**src/rtl/iomem_pkg.sv**
```systemverilog
// Shared iomem bus definitions: write-strobe encodings, address width and
// the state encoding of the iomem DMA word-copy engine.
package iomem_pkg;

    localparam int          IOMEM_ADDR_W = 32;
    localparam logic [3:0]  WSTRB_READ   = 4'b0000;
    localparam logic [3:0]  WSTRB_WORD   = 4'b1111;

    typedef enum logic [2:0] {
        ST_IDLE = 3'd0,
        ST_RD   = 3'd1,
        ST_WR   = 3'd2,
        ST_FIN  = 3'd3,
        ST_ERR  = 3'd4
    } dma_state_t;

endpackage

```
**src/rtl/iomem_dma_master.sv**
```systemverilog
// iomem DMA master: copies len_words 32-bit words from src to dst, one read
// followed by one write per word, over the iomem valid/ready bus.
// Optional watchdog: define DMA_TIMEOUT_EN to abort a request whose ready
// never arrives within TIMEOUT_CYCLES (sets sticky error).
module iomem_dma_master
    import iomem_pkg::*;
#(
    parameter int LEN_W          = 16,
    parameter int ADDR_INC       = 4,
    parameter int TIMEOUT_CYCLES = 255
) (
    input  logic                    clk,
    input  logic                    resetn,
    input  logic                    start,
    input  logic                    abort,
    input  logic [IOMEM_ADDR_W-1:0] src_addr,
    input  logic [IOMEM_ADDR_W-1:0] dst_addr,
    input  logic [LEN_W-1:0]        len_words,
    output logic                    busy,
    output logic                    done,
    output logic                    error,
    output logic [LEN_W-1:0]        words_done,
    output logic                    iomem_valid,
    output logic [3:0]              iomem_wstrb,
    output logic [IOMEM_ADDR_W-1:0] iomem_addr,
    output logic [31:0]             iomem_wdata,
    input  logic                    iomem_ready,
    input  logic [31:0]             iomem_rdata
);

    dma_state_t              state_q, state_d;
    logic                    gap_q;      // one idle-valid cycle after each handshake
    logic                    abort_q;    // abort seen while busy, honoured at word end
    logic [IOMEM_ADDR_W-1:0] src_q, dst_q;
    logic [31:0]             data_q;
    logic [LEN_W-1:0]        rem_q, words_q;
    logic                    hs, accept, timeout_hit;

    assign busy        = (state_q == ST_RD) || (state_q == ST_WR);
    assign done        = (state_q == ST_FIN) || (state_q == ST_ERR);
    // valid is decoded from registers so an async reset drops it at once
    assign iomem_valid = busy && !gap_q;
    assign hs          = iomem_valid && iomem_ready;
    assign accept      = (state_q == ST_IDLE) && start;
    assign iomem_wstrb = (iomem_valid && state_q == ST_WR) ? WSTRB_WORD : WSTRB_READ;
    assign iomem_addr  = !iomem_valid ? '0 : ((state_q == ST_RD) ? src_q : dst_q);
    assign iomem_wdata = data_q;
    assign words_done  = words_q;

`ifdef DMA_TIMEOUT_EN
    localparam int TO_W = $clog2(TIMEOUT_CYCLES + 1);
    logic [TO_W-1:0] to_cnt_q;
    logic            error_q;

    // fires on the last allowed waiting cycle, so valid is high TIMEOUT_CYCLES cycles
    assign timeout_hit = iomem_valid && !iomem_ready && (to_cnt_q == TO_W'(TIMEOUT_CYCLES - 1));
    assign error       = error_q;

    // wait-cycle counter: runs while a request is stalled, clears otherwise
    always_ff @(posedge clk or negedge resetn) begin
        if (!resetn)                         to_cnt_q <= '0;
        else if (iomem_valid && !iomem_ready) to_cnt_q <= to_cnt_q + 1'b1;
        else                                 to_cnt_q <= '0;
    end

    // sticky error: set by the watchdog, cleared by the next accepted job
    always_ff @(posedge clk or negedge resetn) begin
        if (!resetn)          error_q <= 1'b0;
        else if (accept)      error_q <= 1'b0;
        else if (timeout_hit) error_q <= 1'b1;
    end
`else
    // no watchdog: a negative limit is the only way this could ever fire
    assign timeout_hit = (TIMEOUT_CYCLES < 0);
    assign error       = 1'b0;
`endif

    // next-state: RD and WR each spend their gap cycle before moving on
    always_comb begin
        state_d = state_q;
        case (state_q)
            ST_IDLE: if (start) state_d = (len_words == '0) ? ST_FIN : ST_RD;
            ST_RD: begin
                if (timeout_hit) state_d = ST_ERR;
                else if (gap_q)  state_d = ST_WR;
            end
            ST_WR: begin
                if (timeout_hit) state_d = ST_ERR;
                else if (gap_q)  state_d = (rem_q != '0 && !abort_q && !abort) ? ST_RD : ST_FIN;
            end
            ST_FIN:  state_d = ST_IDLE;
            ST_ERR:  state_d = ST_IDLE;
            default: state_d = ST_IDLE;
        endcase
    end

    // state register
    always_ff @(posedge clk or negedge resetn) begin
        if (!resetn) state_q <= ST_IDLE;
        else         state_q <= state_d;
    end

    // job latch, read-data capture and per-word progress
    always_ff @(posedge clk or negedge resetn) begin
        if (!resetn) begin
            gap_q   <= 1'b0;
            abort_q <= 1'b0;
            src_q   <= '0;
            dst_q   <= '0;
            data_q  <= '0;
            rem_q   <= '0;
            words_q <= '0;
        end else begin
            gap_q <= hs;
            if (accept) begin
                src_q   <= {src_addr[IOMEM_ADDR_W-1:2], 2'b00};
                dst_q   <= {dst_addr[IOMEM_ADDR_W-1:2], 2'b00};
                rem_q   <= len_words;
                words_q <= '0;
                abort_q <= 1'b0;
            end else begin
                if (abort && busy) abort_q <= 1'b1;
                if (hs && state_q == ST_RD) data_q <= iomem_rdata;
                if (hs && state_q == ST_WR) begin
                    words_q <= words_q + 1'b1;
                    rem_q   <= rem_q - 1'b1;
                    src_q   <= src_q + IOMEM_ADDR_W'(ADDR_INC);
                    dst_q   <= dst_q + IOMEM_ADDR_W'(ADDR_INC);
                end
            end
        end
    end

endmodule

```
**config.mk**
```make
export PLATFORM = sky130hd
export DESIGN_NAME = iomem_dma_master
export DESIGN_NICKNAME = d
export VERILOG_FILES = /design/src/rtl/iomem_pkg.sv /design/src/rtl/iomem_dma_master.sv
export SDC_FILE = /design/constraint.sdc
export NUM_CORES = 1
export LEC_CHECK = 0
export CORE_ASPECT_RATIO = 0.5
export CORE_MARGIN = 2
export CORE_UTILIZATION = 43
export CTS_CLUSTER_DIAMETER = 80
export DETAILED_ROUTE_END_ITERATION = 8
export PLACE_DENSITY = 0.77
export SYNTH_ARGS = -nofsm -noshare
export SYNTH_HDL_FRONTEND = slang
export SYNTH_SLANG_ARGS = --single-unit
export TNS_END_PERCENT = 1
```
**constraint.sdc**
```tcl
create_clock -name clk -period 2.56 [get_ports clk]
set_input_delay 0.384 -clock clk [delete_from_list [all_inputs] [get_ports clk]]
set_output_delay 0.384 -clock clk [all_outputs]
set_load 0.02 [all_outputs]
```
==> impl_summary.md <==
Run status
The flow ran to the end, and the final reports show no timing, DRC or antenna violations.

Worst setup path
The critical path goes through inv_1 -> ha_1 -> and4b_1 -> nand4_1 -> or4_4 -> or3_1 -> a31oi_1. Among all stages on the critical path, the largest delay is contributed by sky130_fd_sc_hd__or4_4. The number of buffers and inverters on the critical path is 1.

STA puts the critical path data required time at a little under 3 ns. The worst setup path is launched from a flip-flop. The delay of the slowest cell on the worst path is roughly 0.56 ns. The data arrival time at the worst-slack endpoint is about 2.8 ns. In this run the worst path has a maximum fanout of 6. The startpoint-to-endpoint class of the critical path is reg2reg. The nature of the critical path endpoint is a flip-flop. On the critical path the largest part of the delay comes from simple AND/OR/NAND/NOR gates.

GRT
Entering global routing, the biggest net connects 154 pins. The via count of the first global-routing pass came to 6278. The all-layer global routing usage is 0.239. Global routing finished with a remaining overflow of 0. The initial antenna violation count was 0. The first-pass GRT wire length is between 30000 and 40000 um.

CTS
The clock sink count is 128. Hold repair after CTS inserted 0 buffers. The number of buffers inserted during clock tree synthesis is 17. The library cell used as clock root buffer is sky130_fd_sc_hd__clkbuf_16. Clock latency on the worst-skew pair, taken at its later pin, is ~0.42 ns. The H-tree generated during clock tree synthesis spans 4 levels. Clock-pin slew was measured on the worst setup and hold paths at 0.06 ns. The TritonCTS clock tree is built. The longest clock path from root to sink contains 2 buffers.

Cells and area
The filler cells instantiated in the layout total around 1300. The share of layout cells above drive strength 1 is 0.103. The final non-filler cell total is between 1000 and 1500. The area of the multi-input gates is roughly 0.0034 mm2. 0 antenna diodes ended up in the layout. The footprint of the flip-flops and latches is 0.00320 mm2. The relative area change from synthesis to final layout is 41.6%. The final layout net count is around 1100.

Die
The number of I/O pins is 205. In this run the horizontal extent of the chip is approximately 180 um. After floorplanning, the core was divided into 32 placement rows. The die covers between 0.015 and 0.02 mm2. The height of the chip is 93.3 um. The total area inside the core boundary comes to around 0.015 mm2. The initial standard-cell utilization of the core is 0.442.

Routing
The detail-routed net length per standard cell is between 15 and 20 um. The count of routing violations after the opening detailed-route iteration is between 400 and 500. The count of nets left with antenna violations once routing finished came out at 0. The number of vias after detailed routing is just over 6000. In the routed design, unresolved DRC markers number 0. The total wire length is roughly 20000 um.

The pre-antenna-repair detailed-routing pass consisted of 4 iterations. Using the TritonRoute via totals, the vias-per-cell ratio works out to around 5.3.

Placed design
The congestion estimate from routability-driven global placement came to roughly 0.85. Input and output buffers added on the ports amount to just under 200. The estimated wirelength of the detail-placed design is around 14000 um. The number of placed instances, taps included is about 1100.

Yosys
Synthesis produced a netlist whose cell count is between 700 and 800. The share of the Yosys chip area taken by registers is 0.467. The cell with the most instances after synthesis is sky130_fd_sc_hd__dfrtp_1. Yosys mapped a number of flops with a built-in enable equal to 0. The synthesized flop and latch total is approximately 130. In the post-synthesis netlist, the biggest area contributors are sky130_fd_sc_hd__dfrtp_1, sky130_fd_sc_hd__nand2_1, sky130_fd_sc_hd__xor2_1. The Yosys step of the flow raised 0 warnings. In this run, distinct cell masters in the synthesized netlist total 37.

The synthesized netlist occupies a cell area of 0.00685 mm2. The synthesized area per cell is between 9 and 10 um2. Of all flip-flops after synthesis, the portion carrying an async set or reset was 1.00.

By count the netlist is led by sky130_fd_sc_hd__dfrtp_1, sky130_fd_sc_hd__nand2_1, sky130_fd_sc_hd__nor2_1, sky130_fd_sc_hd__o21ai_0, sky130_fd_sc_hd__xor2_1. sky130_fd_sc_hd__dfrtp_1 takes more of the synthesized area than any other cell. The flip-flop cell with the highest count after synthesis is sky130_fd_sc_hd__dfrtp_1.

The top-area cell type share of the netlist area is 0.467.

STA
Headroom to the max-slew limit came out at 0.480. The max-slew violation count is 0. The total of endpoints with negative setup slack in the final report is 0. For the pin with the worst max-slew slack, the measured transition is 0.780 ns. Setup total negative slack on the finished layout was measured at 0 ns. Setup repair after global routing left no endpoint under its margin. Dividing the final minimum period by the clock period gives 0.963. Timing would allow up to 406 MHz. The clock arrives with roughly 0.0092 ns of skew. The number of failing hold endpoints at the final stage was 0. The shortest period the worst path allows is between 2 and 2.5 ns.

Flow run
Max-cap violations in this run came to 0.

Power and ir drop
The leakage power summed over all cells is 3.99 nW. In this run the power density over the cells is ~1200 mW/mm2. The maximum vdd drop is a little over 0.0006 V.

Hold path
In this run the worst hold path is classified as in2async.
[placed cells by master, fill, tap and decap left out, types with 5 or more instances in the layout]
cell	netlist	routed
sky130_fd_sc_hd__mux2i_1	30	30
sky130_fd_sc_hd__xor2_1	43	43
sky130_fd_sc_hd__nand3_1	30	29
sky130_fd_sc_hd__clkbuf_16	0	17
sky130_fd_sc_hd__ha_1	9	8
sky130_fd_sc_hd__clkinv_2	0	5
sky130_fd_sc_hd__nand4_1	22	22
sky130_fd_sc_hd__o21ai_0	71	71
sky130_fd_sc_hd__xnor2_1	42	42
sky130_fd_sc_hd__clkdlybuf4s50_1	0	161
sky130_fd_sc_hd__nand2_1	104	104
sky130_fd_sc_hd__or4_1	5	5
sky130_fd_sc_hd__dlygate4sd2_1	0	27
sky130_fd_sc_hd__inv_1	18	18
sky130_fd_sc_hd__nor2_1	73	73
sky130_fd_sc_hd__a21oi_1	8	8
sky130_fd_sc_hd__mux2_2	33	33
sky130_fd_sc_hd__and3_1	11	11
sky130_fd_sc_hd__nor4_1	15	15
sky130_fd_sc_hd__nor3_1	17	17
sky130_fd_sc_hd__buf_4	6	20
sky130_fd_sc_hd__dfrtp_1	128	128
sky130_fd_sc_hd__a31oi_1	5	5
[worst paths after layout]
kind	startpoint	to	slack, ns	cells past startpoint
worst max-delay path	state_q[0]	src_q[31]	0.09	7
worst min-delay path	resetn	iomem_wdata[26]	0.04	1
worst max register to register	state_q[0]	src_q[31]	0.09	7
worst min register to register	iomem_wdata[17]	iomem_wdata[17]	0.50	1
max in group asynchronous	resetn	src_q[24]	1.76	2
min in group clk	iomem_wdata[17]	iomem_wdata[17]	0.50	1
[sequential cells by signal, summed over array words and instances (netlist names)]
register,flops
iomem_wdata,32
words_done,16
gap_q,1
src_q,30
abort_q,1
state_q,2
rem_q,16
dst_q,30
[cells by family (layout without fill, tap and decap cells)]
family / after synthesis / in the layout / synth area share
and+or+nand+nor: 299 / 299 / 0.207
DFF: 128 / 128 / 0.467
AOI/OAI and AO/OA: 89 / 89 / 0.0677
xor gates and xnor gates: 85 / 85 / 0.109
muxes: 63 / 63 / 0.0980
buffers and inverters: 57 / 271 / 0.0345
adders and majority gates: 9 / 9 / 0.0164
other: 1 / 3 / 0.000547
[where the power goes]
group          leakage [nW]  total (W)  switching (W)  internal, W
clock                 0.289    0.00247       0.000894      0.00157
sequential             1.60    0.00385       0.000955      0.00289
combinational          2.11    0.00495        0.00267      0.00228
[metrics by stage]
step	util	total power [W]	cell area, um2	setup WS, ns	hold WS [ns]
after floorplan	-	0.00669	6860	0.0228	0.0884
after global placement	0.591	0.00888	9150	0.109	0.479
after detailed placement	0.591	0.00904	9150	0.0676	0.492
after CTS	0.627	0.0113	9710	0.0668	0.0662
after global routing	0.626	0.0120	9710	0.00125	0.0959
final	0.626	0.0113	9710	0.0942	0.0427
[per-layer routing]
| metal | global-route usage | up-vias | wire length (um) |
|---|---|---|---|
| met1 | 0.303 | 2955 | 8580 |
| met5 | 0 | - | 0 |
| met4 | 0.0907 | 0 | 400 |
| met3 | 0.0736 | 36 | 1280 |
| met2 | 0.389 | 174 | 9170 |
| li1 | - | 2910 | - |
[what timing repair did]
| item | 4_1_cts | 5_1_grt |
|---|---|---|
| pin swaps | 0 | 0 |
| setup endpoints to repair | 35 | 12 |
| buffers inserted | 0 | 0 |
| gates resized for setup | 36 | 13 |
[cell type report]
| cell class | instances | area share |
|---|---|---|
| clock buffers | 21 | 0.0474 |
| clock inverters | 11 | 0.0142 |
| repair buffers | 221 | 0.221 |
| flip-flops and latches | 128 | 0.330 |
| inverters | 18 | 0.00696 |
| well taps | 204 | 0.0263 |
| multi-input cells | 548 | 0.354 |
Note: power is estimated with default switching activity, not from simulation.
